**config.mk**
```make
export PLATFORM = sky130hd
export DESIGN_NAME = pwm_tone_bank
export DESIGN_NICKNAME = d
export VERILOG_FILES = /design/src/rtl/pwm_pkg.sv /design/src/rtl/pwm_tone_channel.sv /design/src/rtl/pwm_tone_bank.sv
export SDC_FILE = /design/constraint.sdc
export NUM_CORES = 1
export LEC_CHECK = 0
export BUFFER_PORTS_ARGS = -buffer_cell sky130_fd_sc_hd__buf_2
export CAP_MARGIN = 5
export CORE_ASPECT_RATIO = 1.1
export CORE_MARGIN = 4
export CORE_UTILIZATION = 35
export DETAILED_ROUTE_END_ITERATION = 7
export PLACE_DENSITY = 0.65
export SLEW_MARGIN = 5
export SYNTH_ARGS = -nofsm -noshare
export SYNTH_HDL_FRONTEND = slang
export SYNTH_SLANG_ARGS = --single-unit
export TNS_END_PERCENT = 30
```
**constraint.sdc**
```tcl
create_clock -name clk -period 2.8 [get_ports clk]
set_input_delay 0.28 -clock clk [delete_from_list [all_inputs] [get_ports clk]]
set_output_delay 0.28 -clock clk [all_outputs]
set_load 0.02 [all_outputs]
```
**src/rtl/pwm_pkg.sv**
```systemverilog
// Shared constants and helpers for the eight-channel tone generator and mixer.
package pwm_pkg;

  localparam int NUM_CH  = 8;
  localparam int CNT_W   = 16;
  localparam int MIX_W   = 4;
  localparam int FRAME_W = 3;

  // Number of tone bits that are currently high; feeds the mixer level.
  function automatic logic [MIX_W-1:0] popcount(input logic [NUM_CH-1:0] bits);
    logic [MIX_W-1:0] total;
    total = {MIX_W{1'b0}};
    for (int i = 0; i < NUM_CH; i++) begin
      total = total + {{(MIX_W-1){1'b0}}, bits[i]};
    end
    return total;
  endfunction

endpackage

```
**src/rtl/pwm_tone_channel.sv**
```systemverilog
// One square-wave tone channel: half-period counter, tone flip-flop and a
// completion pulse on every falling edge of the tone.
module pwm_tone_channel #(
  parameter int CNT_W = pwm_pkg::CNT_W
) (
  input  logic             clk,
  input  logic             rst,
  input  logic             enable,
  input  logic [CNT_W-1:0] half_period,
  output logic             tone,
  output logic             period_done
);
  import pwm_pkg::*;

  localparam logic [CNT_W-1:0] CNT_ZERO = {CNT_W{1'b0}};
  localparam logic [CNT_W-1:0] CNT_ONE  = {{(CNT_W-1){1'b0}}, 1'b1};

  logic [CNT_W-1:0] cnt;
  logic [CNT_W-1:0] cnt_next;
  logic             active;
  logic             active_next;
  logic             tone_next;
  logic             done_next;
  logic             reg_zero;

  // The live register is only consulted at a load or a half-period boundary.
  assign reg_zero = (half_period == CNT_ZERO);

  // Next-state rules: disable wins over everything, then load, count, boundary.
  always_comb begin
    cnt_next    = cnt;
    active_next = active;
    tone_next   = tone;
    done_next   = 1'b0;
    if (!enable) begin
      cnt_next    = CNT_ZERO;
      active_next = 1'b0;
      tone_next   = 1'b0;
      done_next   = tone;
    end else if (!active) begin
      if (!reg_zero) begin
        cnt_next    = half_period - CNT_ONE;
        active_next = 1'b1;
      end else begin
        cnt_next    = cnt;
      end
    end else if (cnt != CNT_ZERO) begin
      cnt_next = cnt - CNT_ONE;
    end else if (!reg_zero) begin
      tone_next = ~tone;
      cnt_next  = half_period - CNT_ONE;
      done_next = tone;
    end else begin
      tone_next   = 1'b0;
      active_next = 1'b0;
      done_next   = tone;
    end
  end

  // Channel state register; reset clears without producing a completion pulse.
  always_ff @(posedge clk) begin
    if (rst) begin
      cnt         <= CNT_ZERO;
      active      <= 1'b0;
      tone        <= 1'b0;
      period_done <= 1'b0;
    end else begin
      cnt         <= cnt_next;
      active      <= active_next;
      tone        <= tone_next;
      period_done <= done_next;
    end
  end

endmodule

```
**src/rtl/pwm_tone_bank.sv**
```systemverilog
// Eight tone channels plus a popcount mixer that turns the number of high
// tones into a 1-bit PWM stream over an 8-cycle frame.
module pwm_tone_bank #(
  parameter int NUM_CH = pwm_pkg::NUM_CH,
  parameter int CNT_W  = pwm_pkg::CNT_W,
  parameter int MIX_W  = pwm_pkg::MIX_W
) (
  input  logic              clk,
  input  logic              rst,
  input  logic              enable,
  input  logic [CNT_W-1:0]  pwm_reg0,
  input  logic [CNT_W-1:0]  pwm_reg1,
  input  logic [CNT_W-1:0]  pwm_reg2,
  input  logic [CNT_W-1:0]  pwm_reg3,
  input  logic [CNT_W-1:0]  pwm_reg4,
  input  logic [CNT_W-1:0]  pwm_reg5,
  input  logic [CNT_W-1:0]  pwm_reg6,
  input  logic [CNT_W-1:0]  pwm_reg7,
  output logic [NUM_CH-1:0] tone_out,
  output logic [NUM_CH-1:0] period_done,
  output logic [MIX_W-1:0]  mix_level,
  output logic              audio_pwm
);
  import pwm_pkg::*;

  logic [CNT_W-1:0]   half_period [NUM_CH];
  logic [FRAME_W-1:0] frame_cnt;
  logic [MIX_W-1:0]   level_hold;

  assign half_period[0] = pwm_reg0;
  assign half_period[1] = pwm_reg1;
  assign half_period[2] = pwm_reg2;
  assign half_period[3] = pwm_reg3;
  assign half_period[4] = pwm_reg4;
  assign half_period[5] = pwm_reg5;
  assign half_period[6] = pwm_reg6;
  assign half_period[7] = pwm_reg7;

  for (genvar i = 0; i < NUM_CH; i++) begin : g_ch
    pwm_tone_channel #(.CNT_W(CNT_W)) u_ch (
      .clk         (clk),
      .rst         (rst),
      .enable      (enable),
      .half_period (half_period[i]),
      .tone        (tone_out[i]),
      .period_done (period_done[i])
    );
  end

  // Mixer: level is sampled once per frame so the duty cycle never tears mid-frame.
  always_ff @(posedge clk) begin
    if (rst) begin
      mix_level  <= {MIX_W{1'b0}};
      frame_cnt  <= {FRAME_W{1'b0}};
      level_hold <= {MIX_W{1'b0}};
      audio_pwm  <= 1'b0;
    end else begin
      mix_level <= popcount(tone_out);
      frame_cnt <= frame_cnt + {{(FRAME_W-1){1'b0}}, 1'b1};
      if (frame_cnt == {FRAME_W{1'b0}}) begin
        level_hold <= mix_level;
      end else begin
        level_hold <= level_hold;
      end
      audio_pwm <= ({1'b0, frame_cnt} < level_hold);
    end
  end

endmodule

```
==> results.yml, run 1 <==
outcome:
  status: "complete, no violations"
final_layout:
  nNetsFinal: 1830
  antenna_cells: 0
  layout_commonest_cell: "nor2_1"
  finalNonFillerCells: 2088
  drive_gt1_frac: 0.168
  layout_common_cells: "nor2_1, dfxtp_1, buf_2, a21oi_1, nand2_1"
  area_growth_pct: 17.9
critical_path:
  crit_required_ps: 3110
  end_kind: "register"
  arrival_ps: 3090
  startpoint_type: "register"
  ff2ff_path_depth: 9
  crit_fanout: 2
  crit_type: "reg -> reg"
detailed_routing:
  wl_mm: 31.5
  ant_nets: 0
  detail_route.wl_per_cell_um: 15.1
  vias: 11500
  remaining_drc_errors: 0
  drt-pass1-iter-count: 5
  drt_iter0_markers: 741
  routed_via_density: 5.51
logic_synthesis:
  seq_area_frac_synth: 0.291
  netlist_instances: 1490
  synth-main-ff-cell: "dfxtp_1"
  ys_seq_elements: 164
  synth_cell_type_count: 79
  synth_area_per_cell_um2: 7.58
  ys_warn_count: 0
  ys_async_sr_fraction: 0
  synth_edf_count: 0
  syn_nets: 1664
  syn-cell-area_mm2: 0.0113
run:
  drv_cap: 0
min_path:
  hold_path.class: "in -> reg"
  hold_path_depth: 4
timing:
  setup_viol: 0
  rsz0062_at_grt: "yes"
  finalHoldViolCount: 0
  worst_hold_slack_ps: 182
  max_freq_mhz: 360
  finalCriticalPeriod_ps: 2780
  fin_worst_skew_ps: 9.37
  maxSlewHeadroom: 0.499
  fin_ws_ps: 24.5
  drv_slew: 0
  worst_pin_slew_ps: 749
  finalCritPeriodShare: 0.991
clocking:
  clk_latency_ps: 430
  cts_tree: "yes"
  cts_buffers: 17
  cts.reportedPaths.clkPinSlew_ps: 70
  clockBufferDepth: 2
  cts_sinks: 164
  cts_htree_levels: 4
  root_buffer: "clkbuf_16"
floorplanning:
  rows: 68
  start_util: 0.357
  die_h_um: 196
  die_w_um: 179
  dieArea_mm2: 0.0352
  ioPinCount: 152
  core_mm2: 0.0317
power_and_ir_drop:
  leakagePower_nw: 5.21
  vdd.ir_drop.worst_mv: 0.399
  p_total_mw: 6.37
  power_density_mw_per_mm2: 478
placement:
  dp_hpwl_mm: 24.3
  io_buffer_count: 151
  placed_cells: 2057
  dp_slack_ps: -47.5
  place_congestion: 0.887
grt:
  grt_pass1_wl_mm: 52.5
  track_usage: 0.177
  antenna_found_initial: 0
  grt_max_degree: 48
  grt_overflow: 0
  grt_pass1_vias: 11000
per-layer routing:
layer  global-route usage  vias to the layer above  wire, um
li1                     -                     5813         -
met1                0.235                     5356     14400
met2                0.300                      287     15100
met3               0.0236                       39      1500
met4               0.0519                        0       524
met5                    0                        -         0
through the flow:
step,util,setup TNS [ps],cell area (um^2)
6_report,0.421,0,13300
4_1_cts,0.421,-5.30,13300
2_1_floorplan,-,0,11300
3_5_place_dp,0.403,-47.5,12700
3_3_place_gp,0.403,0,12700
5_1_grt,0.421,-236,13300
where the power goes:
group	internal, mW	switching (mW)	leakage, nW
Sequential	2.46	0.141	1.34
Clock	1.31	1.01	0.261
Combinational	0.588	0.857	3.61
area by class of cell:
| cell class | count | area [um^2] |
|---|---|---|
| Fill cell | 3292 | 18300 |
| Multi-Input combinational cell | 1197 | 7470 |
| Sequential cell | 164 | 3280 |
| Timing Repair Buffer | 213 | 1230 |
| Tap cell | 420 | 526 |
| Clock buffer | 19 | 433 |
| Inverter | 63 | 236 |
| Clock inverter | 12 | 134 |
sequential cells by signal, summed over array words and instances, names as in the netlist:
register               count
g_ch.u_ch.period_done      8
audio_pwm                  1
level_hold                 4
mix_level                  4
g_ch.u_ch.tone             8
frame_cnt                  3
g_ch.u_ch.active           8
g_ch.u_ch.cnt            128
logic make-up (layout without fill, tap and decap cells):
| family | Yosys count | in the layout | synth area share |
|---|---|---|---|
| mux | 12 | 12 | 0.0109 |
| flops | 164 | 164 | 0.291 |
| simple gates | 659 | 659 | 0.304 |
| fa+ha+maj | 43 | 43 | 0.0503 |
| compound gates | 383 | 383 | 0.216 |
| xor+xnor | 100 | 100 | 0.0775 |
| buf+inv | 129 | 307 | 0.0502 |
worst max-delay path, stage by stage, from the launching register on:
cell and delay [ps]:
dfxtp_2 330, fa_1 530, inv_1 50, fa_1 490
fa_1 400, inv_1 60, ha_1 150, inv_1 60
fa_2 550, nor2_1 40
synthesized netlist by cell type (5+ instances only):
library cell / count / area share
a211oi_1: 23 / 0.015
a21oi_1: 128 / 0.057
a221oi_1: 6 / 0.0047
a22oi_1: 8 / 0.0053
a2bb2oi_1: 7 / 0.0054
a31oi_1: 35 / 0.019
a32oi_1: 9 / 0.0070
and2_1: 12 / 0.0066
and3_1: 7 / 0.0039
buf_4: 17 / 0.011
clkbuf_1: 42 / 0.014
dfxtp_1: 164 / 0.29
ha_1: 39 / 0.043
inv_1: 63 / 0.021
mux2i_1: 10 / 0.0089
nand2_1: 123 / 0.041
nand2b_1: 22 / 0.012
nand3_1: 47 / 0.021
nand3b_1: 10 / 0.0066
nand4_1: 14 / 0.0078
nand4b_1: 10 / 0.0078
nor2_1: 166 / 0.055
nor2b_1: 9 / 0.0050
nor3_1: 88 / 0.039
nor3b_1: 9 / 0.0060
nor4_1: 51 / 0.028
nor4b_1: 9 / 0.0070
o211ai_1: 14 / 0.0093
o21a_1: 9 / 0.0060
o21ai_0: 82 / 0.036
o311ai_0: 8 / 0.0062
o31a_1: 5 / 0.0039
o31ai_1: 7 / 0.0047
o41ai_1: 5 / 0.0039
or2_2: 6 / 0.0033
or3_1: 27 / 0.015
or4_1: 27 / 0.018
or4_4: 5 / 0.0050
xnor2_1: 43 / 0.033
xor2_1: 57 / 0.044
final timing paths:
| path | end | slack (ps) | from |
|---|---|---|---|
| setup / recovery | mix_level[1] | 20 | g_ch[0].u_ch.tone |
| hold reg to reg | frame_cnt[0] | 450 | frame_cnt[0] |
| hold / removal | g_ch[2].u_ch.cnt[10] | 180 | pwm_reg2[10] |
| setup reg to reg | mix_level[1] | 20 | g_ch[0].u_ch.tone |
repair_timing:
item,CTS,global route
hold endpoints to repair,0,0
pin swaps,1,1
gates cloned,0,0
hold buffers,0,0
setup endpoints to repair,1,4
setup buffers,0,0
gates resized for setup,2,2
No activity file was read; power rests on OpenSTA's default activity.
==> run 2: changes to the inputs <==
--- a/config.mk
+++ b/config.mk
@@ -12,6 +12,7 @@
 export CORE_UTILIZATION = 35
 export DETAILED_ROUTE_END_ITERATION = 7
 export PLACE_DENSITY = 0.65
+export RECOVER_POWER = 25
 export SLEW_MARGIN = 5
 export SYNTH_ARGS = -nofsm -noshare
 export SYNTH_HDL_FRONTEND = slang
==> run 2 against run 1 <==
Net effect:
- routed wire length up 0.21%
- worst hold slack better by 0.52 ps
- clock power about the same
- sequential power about the same
- largest power group unchanged
==> results.yml, run 2 (synthesis results as in run 1) <==
clocking:
  cts_setup_buffers: 0
  ctsHoldBuffers: 0
  cts_tree: "yes"
  clk_latency_ps: 430
  cts_htree_levels: 4
  cts_sinks: 164
  cts_buffers: 17
  clockBufferDepth: 2
  root_buffer: "clkbuf_16"
  cts.reportedPaths.clkPinSlew_ps: 70
grt:
  grt_pass1_vias: 11000
  grt_pass1_wl_mm: 52.5
  grt_overflow: 0
  antenna_found_initial: 0
  track_usage: 0.177
  grt_max_degree: 48
timing:
  finalHoldViolCount: 0
  max_freq_mhz: 360
  worst_pin_slew_ps: 749
  rsz0062_at_grt: "yes"
  finalCriticalPeriod_ps: 2770
  worst_hold_slack_ps: 182
  fin_ws_ps: 25.2
  setup_viol: 0
  finalCritPeriodShare: 0.991
  drv_slew: 0
  fin_worst_skew_ps: 9.41
  fin_tns_setup_ps: 0
  maxSlewHeadroom: 0.499
final_layout:
  layout_commonest_cell: "nor2_1"
  area_growth_pct: 17.7
  fin_area_mm2: 0.0133
  largest_reg_flops: 128
  drive_gt1_frac: 0.156
  nNetsFinal: 1830
  final-seq-area_mm2: 0.00328
  n_fill_cell: 3293
  multi_input_area_mm2: 0.00747
  antenna_cells: 0
  top_register: "g_ch.u_ch.cnt"
  layout_common_cells: "nor2_1, dfxtp_1, buf_2, a21oi_1, nand2_1"
power_and_ir_drop:
  p_clk_frac: 0.365
  leakagePower_nw: 5.13
  vdd.ir_drop.worst_mv: 0.397
  netSwitchingFraction: 0.315
  p_int_mw: 4.36
  power.switching_mw: 2.01
  p_total_mw: 6.36
  pwr-share-seq: 0.409
  power_density_mw_per_mm2: 479
  combPwrFrac: 0.227
min_path:
  hold_path.class: "in -> reg"
detailed_routing:
  drt_iter0_markers: 770
  drt-pass1-iter-count: 5
  wl_mm: 31.6
  detail_route.wl_per_cell_um: 15.1
  routed_via_density: 5.51
  vias: 11500
  ant_nets: 0
  remaining_drc_errors: 0
critical_path:
  path_cells: "fa_1 > inv_1 > fa_1 > fa_1 > inv_1 > ha_1 > inv_1 > fa_2 > nor2_1"
  startpoint_type: "register"
  crit_fanout: 2
  end_kind: "register"
  arrival_ps: 3090
  path_buf_inv: 3
  critPathTopFamily: "adder cells"
  max_stage_delay_ps: 550
  cpMaxStageDelayCell: "fa_2"
  crit_required_ps: 3110
  crit_type: "reg -> reg"
placement:
  place_congestion: 0.887
  placed_area_mm2: 0.0127
  io_buffer_count: 151
  dp_hpwl_mm: 24.3
  dp_slack_ps: -47.5
floorplanning:
  core_mm2: 0.0317
  start_util: 0.357
  dieArea_mm2: 0.0352
  die_w_um: 179
  rows: 68
  ioPinCount: 152
  die_h_um: 196
outcome:
  status: "complete, no violations"
run:
  drv_cap: 0
run 2: changes by cell type in the layout (fill, tap and decap cells not counted):
cell	previous run	this run
buf_2	151	131
clkbuf_1	2	22
run 2: stage by stage:
stage / std cells / utilization
after floorplan: 1490 / -
after global placement: 2057 / 0.403
after detailed placement: 2057 / 0.403
after CTS: 2088 / 0.421
after global routing: 2088 / 0.420
final: 2088 / 0.420
run 2: layer usage:
metal | wire length, um | track usage | up-vias
li1 | - | - | 5812
met1 | 14500 | 0.235 | 5355
met2 | 15100 | 0.300 | 294
met3 | 1470 | 0.0236 | 37
met4 | 519 | 0.0519 | 0
met5 | 0 | 0 | -
run 2: timing repair:
action / in CTS / in global routing
setup endpoints to repair: 1 / 4
gates resized for setup: 2 / 2
endpoints found under the hold margin: 0 / 0
pin swaps: 1 / 1
run 2: final timing paths:
path                     start                    to  slack, ps  cells after the start
max          g_ch[0].u_ch.tone          mix_level[1]         30                      9
min reg2reg       frame_cnt[0]          frame_cnt[0]        450                      1
min               pwm_reg2[10]  g_ch[2].u_ch.cnt[10]        180                      4
max reg2reg  g_ch[0].u_ch.tone          mix_level[1]         30                      9
run 2: final cells by class:
class	instances	area share
Sequential cell	164	0.247
Clock inverter	12	0.0101
Multi-Input combinational cell	1197	0.562
Clock buffer	19	0.0326
Timing Repair Buffer	213	0.0909
Inverter	63	0.0178
Tap cell	420	0.0395
run 2: power groups by stage:
| stage | Clock [mW] | Sequential [mW] | Combinational [mW] |
|---|---|---|---|
| floorplan | 0 | 2.61 | 0.970 |
| global placement | 0 | 2.64 | 1.41 |
| detailed placement | 0 | 2.65 | 1.43 |
| CTS | 2.39 | 2.60 | 1.44 |
| global route | 2.48 | 2.62 | 1.63 |
| finish | 2.32 | 2.60 | 1.44 |
run 2: worst min-delay path, delay by kind of cell:
kind	cells	cell delay, ps
and+or+nand+nor	1	70
AOI/OAI and AO/OA	1	60
xor gates and xnor gates	1	70
buffers and inverters	1	90
